[config.mk]
export PLATFORM = sky130hd
export DESIGN_NAME = ctrl_addrgen
export DESIGN_NICKNAME = d
export VERILOG_FILES = /design/src/rtl/ctrl_addrgen.sv
export SDC_FILE = /design/constraint.sdc
export NUM_CORES = 1
export LEC_CHECK = 0
export CORE_ASPECT_RATIO = 1.5
export CORE_MARGIN = 8
export CORE_UTILIZATION = 40
export CTS_CLUSTER_DIAMETER = 40
export DETAILED_ROUTE_END_ITERATION = 8
export GPL_TIMING_DRIVEN = 1
export PLACE_DENSITY = 0.71
export SETUP_SLACK_MARGIN = 0.1
export SYNTH_ARGS = -nofsm -noshare
export SYNTH_HDL_FRONTEND = slang
export SYNTH_SLANG_ARGS = --single-unit
[constraint.sdc]
create_clock -name clk -period 4.8 [get_ports clk]
set_input_delay 0.96 -clock clk [delete_from_list [all_inputs] [get_ports clk]]
set_output_delay 0.96 -clock clk [all_outputs]
set_load 0.01 [all_outputs]
[src/rtl/ctrl_addrgen.sv]
// ctrl_addrgen: per-vector MAC address generator and result-write sequencer.
// Walks the data ring downward from the upper pointer and the coefficient
// array upward from its base, one tap per cycle, then waits out the MAC
// pipeline and writes the result and error registers before asking for the
// next instruction word.
//
//   state  | meaning
//   -------+-----------------------------------------------------------
//   IDLE   | waiting for start; captured fields and addresses hold
//   RUN    | one tap per cycle, RAM read enabled
//   DRAIN  | MAC pipeline flushing, MACLAT cycles
//   WR_RES | write result register
//   WR_ERR | write error register, request next word, stage/frame pulses
module ctrl_addrgen #(
   parameter int VIDWIDTH = 5,
   parameter int RFAWIDTH = 5,
   parameter int DAWIDTH  = 12,
   parameter int MACLAT   = 3
) (
   input  logic                clk,
   input  logic                rst,
   input  logic                start,
   input  logic                lstg_f,
   input  logic                upse_f,
   input  logic [VIDWIDTH-1:0] vector_id,
   input  logic [RFAWIDTH-1:0] result_reg,
   input  logic [RFAWIDTH-1:0] error_reg,
   input  logic [DAWIDTH-1:0]  data_uptr,
   input  logic [DAWIDTH-1:0]  data_lptr,
   input  logic [DAWIDTH-1:0]  coef_ptr,
   output logic                busy,
   output logic                ram_re,
   output logic [DAWIDTH-1:0]  data_addr,
   output logic [DAWIDTH-1:0]  coef_addr,
   output logic                mac_first,
   output logic                mac_last,
   output logic                rf_we,
   output logic [RFAWIDTH-1:0] rf_waddr,
   output logic [VIDWIDTH-1:0] vid_out,
   output logic                fetch,
   output logic                stage_done,
   output logic                frame_done
);

   typedef enum logic [2:0] {
      S_IDLE   = 3'd0,
      S_RUN    = 3'd1,
      S_DRAIN  = 3'd2,
      S_WR_RES = 3'd3,
      S_WR_ERR = 3'd4
   } state_t;

   state_t state, state_nxt;

   logic [DAWIDTH-1:0]  data_addr_q;
   logic [DAWIDTH-1:0]  coef_addr_q;
   logic [DAWIDTH-1:0]  lptr_q;
   logic [RFAWIDTH-1:0] result_q;
   logic [RFAWIDTH-1:0] error_q;
   logic [VIDWIDTH-1:0] vid_q;
   logic                lstg_q;
   logic                upse_q;
   logic                first_q;
   logic [3:0]          drain_cnt;

   logic accept;
   logic tap_last;

   assign accept   = (state == S_IDLE) && start;
   // The data pointer walks down to the lower pointer, so reaching it marks the final tap.
   assign tap_last = (state == S_RUN) && (data_addr_q == lptr_q);

   // State register.
   always_ff @(posedge clk or posedge rst) begin
      if (rst) state <= S_IDLE;
      else     state <= state_nxt;
   end

   // Next-state decode.
   always_comb begin
      state_nxt = state;
      case (state)
         S_IDLE:   if (start) state_nxt = S_RUN;
         S_RUN:    if (tap_last) state_nxt = S_DRAIN;
         S_DRAIN:  if (drain_cnt == 4'd0) state_nxt = S_WR_RES;
         S_WR_RES: state_nxt = S_WR_ERR;
         S_WR_ERR: state_nxt = S_IDLE;
         default:  state_nxt = S_IDLE;
      endcase
   end

   // Field capture, tap address stepping and drain down-counter.
   always_ff @(posedge clk or posedge rst) begin
      if (rst) begin
         data_addr_q <= '0;
         coef_addr_q <= '0;
         lptr_q      <= '0;
         result_q    <= '0;
         error_q     <= '0;
         vid_q       <= '0;
         lstg_q      <= 1'b0;
         upse_q      <= 1'b0;
         first_q     <= 1'b0;
         drain_cnt   <= '0;
      end else if (accept) begin
         data_addr_q <= data_uptr;
         coef_addr_q <= coef_ptr;
         lptr_q      <= data_lptr;
         result_q    <= result_reg;
         error_q     <= error_reg;
         vid_q       <= vector_id;
         lstg_q      <= lstg_f;
         upse_q      <= upse_f;
         first_q     <= 1'b1;
      end else if (state == S_RUN) begin
         first_q <= 1'b0;
         if (tap_last) begin
            drain_cnt <= 4'(MACLAT - 1);
         end else begin
            data_addr_q <= data_addr_q - 1'b1;
            coef_addr_q <= coef_addr_q + 1'b1;
         end
      end else if ((state == S_DRAIN) && (drain_cnt != 4'd0)) begin
         drain_cnt <= drain_cnt - 4'd1;
      end
   end

   // Per-state output decode; strobes are purely state-derived so reset clears them at once.
   always_comb begin
      busy       = (state != S_IDLE);
      ram_re     = 1'b0;
      mac_first  = 1'b0;
      mac_last   = 1'b0;
      rf_we      = 1'b0;
      rf_waddr   = '0;
      fetch      = 1'b0;
      stage_done = 1'b0;
      frame_done = 1'b0;
      case (state)
         S_RUN: begin
            ram_re    = 1'b1;
            mac_first = first_q;
            mac_last  = tap_last;
         end
         S_WR_RES: begin
            rf_we    = 1'b1;
            rf_waddr = result_q;
         end
         S_WR_ERR: begin
            rf_we      = 1'b1;
            rf_waddr   = error_q;
            fetch      = 1'b1;
            stage_done = lstg_q;
            frame_done = upse_q;
         end
         default: ;
      endcase
   end

   assign data_addr = data_addr_q;
   assign coef_addr = coef_addr_q;
   assign vid_out   = vid_q;

endmodule

==> impl_results.md <==
* Outcome: completed
* Routed wire length per instance at around 15 um
* Reg-to-reg endpoint: data_addr[6]
* DRT iter0 DRCs at 88
* DP Worst Slack at between 1500 and 2000 ps
* Clock latency on the worst-skew pair at between 300 and 400 ps
* Initial antenna violation count at 0
* Area delta synth->final at 43.8%
* Register-to-Register Path Depth at 5
* Worst Setup Start Kind: flop
* # IOs at 98
* I/O Buffers at 97
* Clock Path Buffers at 2
* Post-synthesis net count at approximately 410
* Post-route worst setup slack at roughly 1400 ps
* Final HPWL DP at between 5 and 6 mm
* Cell Area, Synth at ~3000 um2
* Pleak at approximately 1.9 nW
* Top-count cell post-synth: nand2_1
* R2r startpoint: state[0]
* GP Congestion at 0.770
* Die Footprint at between 10000 and 15000 um2
* FILL cells at about 700
* Post-synthesis sequential area ratio at 50.1%
* Fin nets at ~500
* Drt drc at 0
* Synth Warn # at 0
* Arrival @ worst endpoint at between 2000 and 2500 ps
* Top_reg_cell synth: dfrtp_1
* Sequential Area at between 1500 and 2000 um2
* Hold Path Origin: vid_out[4]
* Max-cap violations at 0
* Async S/R FF share, synth at 100%
* Critical path class: flop to primary output
* Critical Path Slowest Stage Cell: nor3b_1
* Max incr delay on CP at 890 ps
* Final min period at between 3000 and 4000 ps
* Pins Over Slew Limit at 0
* First-pass GRT wire length at roughly 14 mm
* CTS clk-pin slew, worst paths at 50 ps
* Setup Fix Bufs, Post-CTS at 0
* Initial Util at slightly above 40%
* CTS tree: yes
* Largest net degree at the start of global routing at slightly below 60
* Critical Path RT at 3840 ps
* Total Routed Length at 8.13 mm
* Number of global-route vias before repair at about 2900
* Unrepaired setup endpoints after global routing: no
* TNS Setup at 0 ps
* Chip height at between 100 and 150 um
* Crit-path cells: nor3b_1, a22o_1, clkdlybuf4s50_1
* Worst-Margin Slew at ~1200 ps
* Psw at between 0.0002 and 0.00025 W
* WHS Path Cells at 2
* Switching Fraction at 18.6%
* First-pass DRT Iterations at 4
* Most frequent cells after synthesis: nand2_1, dfrtp_1, xnor2_1, nor2_1, a21oi_1
* Post_cts resized at 0
* CP Capture Type: primary output
* Detail Route Antenna Nets at 0
* Period utilization at a little under three quarters
* Cts bufs inserted at 9
* Final hold vios at 0
* EDFF count, synth at 0
* HP Class: flop to flop
* Yosys top cell area share at between 50% and 60%
* Seq pwr share at 43.5%
* GRT Resource Usage Total at 16.4%
* Yosys cell types at 34
* Vias per cell at around 5
* FF+latch count, synth at between 60 and 70
* Hold endpoint: vid_out[4]
* Reg-to-reg setup timing slack at 2320 ps
* Slew HR at between 20% and 30%
* DIE WIDTH at 87.3 um
* Root buffer cell: clkbuf_16
* Cell Pwr Density at approximately 270 nW/um2
* Peak supply drop at around 0.21 mV
* Core region area at about 7500 um2
* Mapped Cells at between 300 and 400
* Final setup vio count at 0
* Comb pwr share at under 10%
* Area leader, netlist: dfrtp_1
* Sink Count at a little over 60
* Share of cells above drive strength 1 at around 4.7%
* Pint at around 0.00096 W
* Syn_area_per_cell at 8.74 um2
* Clock power share at 51.7%
* Crit Path Max Fanout at 9
* Worst clock skew at 4.43 ps
* Top cells by area, synth: dfrtp_1, nand2_1, xnor2_1
* CTS HTree Levels at 3
* N_diodes at 0
* Minimum hold slack at between 400 and 500 ps
* Max Fclk at slightly below 300 MHz
* Vias at ~2700
* Area of the multi-input gates at roughly 1400 um2
* Total congestion overflow at 0
* Row count at 39
* Hold bufs inserted after CTS at 0
-- cell families after synthesis --
logic type                 share of synthesized area (%)
AOI/OAI and AO/OA                                   8.04
muxes                                              0.328
and+or+nand+nor                                     26.2
buffers and inverters                               3.36
xor gates and xnor gates                            10.3
DFF                                                 50.1
adders and majority gates                           1.64
-- through the flow --
stage | power, W | std cells | instance area [um2] | util (%)
3_3_place_gp | 0.000581 | 533 | 4100 | 54.6
6_report | 0.00118 | 547 | 4380 | 58.3
2_1_floorplan | 0.000532 | 349 | 3050 | -
5_1_grt | 0.00122 | 547 | 4380 | 58.3
4_1_cts | 0.00120 | 547 | 4380 | 58.3
3_5_place_dp | 0.000581 | 533 | 4100 | 54.6
-- routing by layer --
metal	wire, um	global-route usage (%)	vias to the layer above
met3	674	6.19	18
met5	0	0	-
met4	248	9.73	0
li1	-	-	1329
met2	4010	26.9	87
met1	3200	17.6	1229
-- layout by cell type (no fill, tap or decap), drive strengths merged, types with 9 or more instances in the layout --
cell / count
a21oi: 17
nor3: 12
xnor2: 35
nand2: 106
clkbuf: 12
dfrtp: 61
o21ai: 16
clkdlybuf4s50: 97
inv: 9
nor2: 25
-- area by class of cell --
class | count | area share (%)
clock buffer | 12 | 5.62
clock inverter | 2 | 0.799
inverter | 9 | 0.771
multi-input combinational | 262 | 32.6
sequential | 61 | 34.8
tap | 102 | 2.91
timing repair buffer | 99 | 22.5
-- power groups by stage --
stage | sequential [W] | clock [W] | combinational [W]
floorplan | 0.000524 | 0 | 0.00000810
CTS | 0.000515 | 0.000629 | 0.0000572
global route | 0.000515 | 0.000648 | 0.0000613
global placement | 0.000524 | 0 | 0.0000570
detailed placement | 0.000524 | 0 | 0.0000569
finish | 0.000515 | 0.000612 | 0.0000559
-- sequential cells by signal, summed over array words and instances (netlist names) --
register / flops
upse_q: 1
result_q: 5
first_q: 1
state: 3
data_addr: 12
lstg_q: 1
coef_addr: 12
vid_out: 5
lptr_q: 12
error_q: 5
drain_cnt: 4
-- worst max-delay path by stage --
stage	startpoint	end	slack, ps	depth (start not counted)
global route	state[0]	rf_waddr[1]	1230	3
floorplan	state[1]	mac_last	2310	4
finish	state[0]	rf_waddr[1]	1370	3
global placement	state[1]	mac_last	1720	3
detailed placement	state[0]	mac_last	1680	3
CTS	state[0]	mac_last	1330	3
-- critical path: cells and delay by family (launching register included) --
kind	cells	cell delay, ps
AND/OR/NAND/NOR	1	890
AO/OA/AOI/OAI	1	260
buffers and inverters	1	550
flip-flops	1	450
Power figures use the tool's default switching activity.
==> RTL edit 1: new RTL, same flow settings <==
Make the reset (`rst`) synchronous in 2 clocked blocks.
--- a/src/rtl/ctrl_addrgen.sv
+++ b/src/rtl/ctrl_addrgen.sv
@@ -73,3 +73,3 @@
    // State register.
-   always_ff @(posedge clk or posedge rst) begin
+   always_ff @(posedge clk) begin
       if (rst) state <= S_IDLE;
@@ -92,3 +92,3 @@
    // Field capture, tap address stepping and drain down-counter.
-   always_ff @(posedge clk or posedge rst) begin
+   always_ff @(posedge clk) begin
       if (rst) begin
Check against the original RTL: differs if rst is asserted again (counterexample within 4 cycles, from zero or initial values and one cycle with rst high); with rst held inactive, the same outputs for 10 cycles.
==> RTL edit 1 against the original RTL <==
Synthesized area is 1.3% higher. Clock skew is 0.0028 ns higher. Routed wire length is 10% higher. Sequential cell count is the same. Count of clock-buffer cells in the layout is 1 higher. Via count up 13%. Worst hold slack got worse by 0.019 ns. Critical endpoint is now mac_last. Cell area increased by 0.54%. Setup slack worse by 0.056 ns.
Power is not compared: it rests on default switching activity, and its combinational part moved more than twofold at a synthesized area within 25%.
==> RTL edit 1: results (changes against the original RTL) <==
| Metric | Value |
|---|---|
| Status | complete, no violations |
| Post-synth top cells | nand2_1 (65), dfxtp_1 (61), a21oi_1 (34) |
| Synth warnings | 0 (unchanged) |
| Final HPWL from detailed placement | 6470 µm (+10%) |
| Detailed Routing Iterations Pass 1 | 4 (unchanged) |
| Vias per inst | 5.35 (+9.8%) |
| Post-synth cell types | 56 (+65%) |
| Initial antenna violation count | 0 (unchanged) |
| # fillers | 689 (-1.4%) |
| HP Start | error_q[4] |
| Post-cts resize count | 0 (unchanged) |
| Largest net degree at the start of global routing | 64 (+8.5%) |
| Initial detailed-routing violation count | 223 (+150%) |
| Synth Net Count | 434 (+6.1%) |
| Routability cong. | 0.784 (+1.8%) |
| Sequential area share after synthesis | 39.5% (-11 points) |
| Final WL | 8970 µm (+10%) |
| Layout cells sized above 1 | 7.59% (+2.9 points) |
| Largest cells by area after synthesis | dfxtp_1 (40%), nand2_1 (7.9%), a21oi_1 (5.5%) |
| Setup repair bufs after CTS | 0 (unchanged) |
| Worst-Margin Slew | 1.19 ns (+0.0295 ns) |
| Global-route wire length before repair | 15,000 µm (+8.1%) |
| Main synth FF type | dfxtp_1 |
| Crit path launch | data_addr[4] |
| Final #Nets | 516 (+2.8%) |
| Setup Skew | 0.00721 ns (+0.00278 ns) |
| Critical path peak fanout | 10 (+1) |
| Vias in the first global route | 3,092 (+7.8%) |
| H-tree depth | 3 (unchanged) |
| Async set-reset flop share out of synthesis | 0% (-100 points) |
| All-Layer GR Usage | 17.5% (+1.0 points) |
| RR Startpoint | state[0] |
[RTL edit 1: cell types whose count changed in the layout (fill, tap and decap cells not counted), moves of 8 or more]
cell	delta
dfrtp_1	-61
dfxtp_1	+61
nand2_1	-40
xnor2_1	-25
a21oi_1	+17
o21ai_0	-14
a211oi_1	+10
a311oi_1	+8
[RTL edit 1: power groups by stage]
stage | Combinational (W) | Clock, W | Sequential, W
4_1_cts | 0.000336 | 0.000675 | 0.000595
3_5_place_dp | 0.000335 | 0 | 0.000606
6_report | 0.000333 | 0.000660 | 0.000596
5_1_grt | 0.000367 | 0.000697 | 0.000603
3_3_place_gp | 0.000328 | 0 | 0.000603
2_1_floorplan | 0.000192 | 0 | 0.000600
[RTL edit 1: logic make-up (layout without fill, tap and decap cells)]
kind of cell	Yosys count	after routing	share of synthesized area, %
AOI/OAI and AO/OA	90	90	21.4
xor gates and xnor gates	17	17	4.82
and+or+nand+nor	163	163	27.3
DFF	61	61	39.5
adders and majority gates	4	4	1.62
buffers and inverters	39	126	5.35
[RTL edit 1: per-layer routing]
layer / GRT usage (%) / vias up / routed length, µm
met5: 0 / - / 0
met4: 7.14 / 0 / 162
met3: 5.81 / 15 / 634
met2: 30.0 / 79 / 4600
met1: 19.1 / 1403 / 3570
li1: - / 1513 / -
[RTL edit 1: critical path, stage by stage (launching register included)]
cell and delay, ns:
dfxtp_1 0.47, xor2_1 0.14, nor4_2 0.44, nand3_1 0.41
nor2_1 0.19, clkdlybuf4s50_1 0.56
[RTL edit 1: per-stage QoR]
step	total power [W]	setup slack [ns]	cells	area, µm²
after floorplan	0.000792	2.34	374	3090
after global placement	0.000932	1.56	547	4100
after detailed placement	0.000941	1.53	547	4100
after CTS	0.00161	1.26	563	4410
after global routing	0.00167	1.07	563	4410
final	0.00159	1.31	563	4410
[RTL edit 1: final timing paths]
check,endpoint,slack [ns],cells after the start
worst min register to register,error_q[4],0.45,2
worst max-delay path,mac_last,1.31,5
worst min-delay path,error_q[4],0.45,2
worst max register to register,coef_addr[1],2.51,4
[RTL edit 1: cell type report]
type / count / area [µm²] / area share (%)
multi-input combinational: 274 / 1710 / 38.8
sequential: 61 / 1220 / 27.7
timing repair buffer: 99 / 993 / 22.5
clock buffer: 13 / 270 / 6.13
tap: 102 / 128 / 2.90
inverter: 11 / 43.8 / 0.993
clock inverter: 3 / 42.5 / 0.965
==> RTL edit 2: new RTL, same flow settings <==
Without the edit above. `DAWIDTH`: 12 -> 8.
--- a/src/rtl/ctrl_addrgen.sv
+++ b/src/rtl/ctrl_addrgen.sv
@@ -16,3 +16,3 @@
    parameter int RFAWIDTH = 5,
-   parameter int DAWIDTH  = 12,
+   parameter int DAWIDTH  = 8,
    parameter int MACLAT   = 3
Ports: changed (5 resized); port bits go from 98 to 78. The function was not compared with the original's and may differ.
==> RTL edit 2 against the original RTL <==
Fmax increased by 1.3%. Setup slack improved by 0.045 ns. Synthesized area decreased by 16%. Sequential cell count decreased by 12. Cell area decreased by 21%. Highest routed layer unchanged. Routed wire length decreased by 24%. Die area decreased by 14%.
Power is not compared: it rests on default switching activity, and its combinational part moved more than twofold at a synthesized area within 25%.
==> RTL edit 2: results (changes against the original RTL) <==
| Metric | Value |
|---|---|
| Main synth FF type | dfrtp_1 |
| Met3 WL | 612 µm (-9.2%) |
| Highest Signal Layer | met4 |
| Setup Skew | 0.00608 ns (+0.00166 ns) |
| Global-route wire length before repair | 10,200 µm (-27%) |
| Worst-Margin Slew | 1.03 ns (-0.133 ns) |
| H-tree depth | 2 (-1) |
| Vias | 1,934 (-27%) |
| Largest net degree at the start of global routing | 50 (-15%) |
| Post-synth cell types | 36 (+5.9%) |
| Routability cong. | 0.764 (-0.83%) |
| Post-synth top cells | dfrtp_1 (49), mux2_2 (26), nor2_1 (22) |
| Layout cells sized above 1 | 18.3% (+14 points) |
| CTS clk-pin slew, worst paths | 0.09 ns (+0.04 ns) |
| Final HPWL from detailed placement | 4640 µm (-21%) |
| Critical path peak fanout | 11 (+2) |
| All-Layer GR Usage | 13.9% (-2.5 points) |
| CTS Buffer Depth | 2 (unchanged) |
| Metal2 WL | 3150 µm (-21%) |
| Maximum VDD drop | 0.301 mV |
| Sequential area share after synthesis | 48.0% (-2.0 points) |
| NetSw | 0.000902 W |
| Arr. time, crit path | 2.43 ns (-0.04 ns) |
| Async set-reset flop share out of synthesis | 100% (unchanged) |
| Synth warnings | 0 (unchanged) |
| Synth Net Count | 272 (-33%) |
| Antenna Cells | 0 (unchanged) |
| Largest cells by area after synthesis | dfrtp_1 (48%), mux2_2 (11%), xnor2_1 (4.8%) |
| Final #Nets | 348 (-31%) |
| Vias in the first global route | 1,990 (-31%) |
| Clock root buffer | clkbuf_8 |
| Status | complete, no violations |
| Antenna viol nets, final | 0 (unchanged) |
| Skew-Pair Late Insertion Delay | 0.30 ns (-0.02 ns) |
| Num CTS Buffers | 5 (-4) |
| Final WL | 6190 µm (-24%) |
| Min-delay worst type | flip-flop to flip-flop |
| # fillers | 558 (-20%) |
| I/O Buffers | 77 (-21%) |
| Leak Pwr | around 1.4 nW |
| Wl on met1 | 2350 µm (-26%) |
| Initial detailed-routing violation count | 90 (+2.3%) |
| Detailed Routing Iterations Pass 1 | 4 (unchanged) |
| Pre-CTS setup slack | 1.70 ns (+0.0213 ns) |
## RTL edit 2: cell type report
type                            instances  area, µm²  area share (%)
Timing Repair Buffer                   80        793            23.0
Multi-Input combinational cell        156       1230            35.5
Clock inverter                          3       17.5           0.507
Inverter                                8       31.3           0.905
Tap cell                               74       92.6            2.68
Sequential cell                        49       1230            35.5
Clock buffer                            5       68.8            1.99
## RTL edit 2: power by group through the flow
stage / combinational (W) / clock [W] / sequential [W]
floorplan: 0.000749 / 0 / 0.000824
global route: 0.00126 / 0.000262 / 0.000865
CTS: 0.00118 / 0.000252 / 0.000835
finish: 0.00116 / 0.000244 / 0.000832
global placement: 0.00114 / 0 / 0.000833
detailed placement: 0.00117 / 0 / 0.000840
## RTL edit 2: metrics by stage
stage / std cells / cell area (µm²)
final: 375 / 3460
after floorplan: 224 / 2550
after global routing: 375 / 3460
after CTS: 375 / 3460
after global placement: 367 / 3370
after detailed placement: 367 / 3370
## RTL edit 2: critical path: stages, from the launching register on
cell	delay, ns
dfrtp_1	0.46
inv_2	0.10
or3_1	0.51
clkinv_2	0.35
and2_1	0.24
clkdlybuf4s50_1	0.47
## RTL edit 2: worst paths after layout
| path | startpoint | endpoint | slack, ns | depth (start not counted) |
|---|---|---|---|---|
| max in group asynchronous | rst | coef_addr[6] | 2.95 | 2 |
| hold / removal | first_q | first_q | 0.48 | 2 |
| setup / recovery | state[0] | mac_first | 1.41 | 5 |
| min in group asynchronous | rst | lstg_q | 1.21 | 2 |
| hold reg to reg | first_q | first_q | 0.48 | 2 |
| setup reg to reg | state[0] | coef_addr[4] | 2.72 | 7 |
## RTL edit 2: cells by family after synthesis
kind of cell | count (synthesis) | share of synthesized area, %
AND/OR/NAND/NOR | 59 | 12.2
AO/OA/AOI/OAI | 42 | 13.3
buffers and inverters | 19 | 4.02
multiplexers | 29 | 12.6
XOR/XNOR | 22 | 7.84
adder cells (fa/ha/maj) | 4 | 1.96
flip-flops | 49 | 48.0
## RTL edit 2: per-layer routing
metal / vias up / GRT usage [%]
met2: 58 / 22.6
met3: 6 / 6.22
li1: 934 / -
met1: 936 / 15.6
met5: - / 0
met4: 0 / 4.67
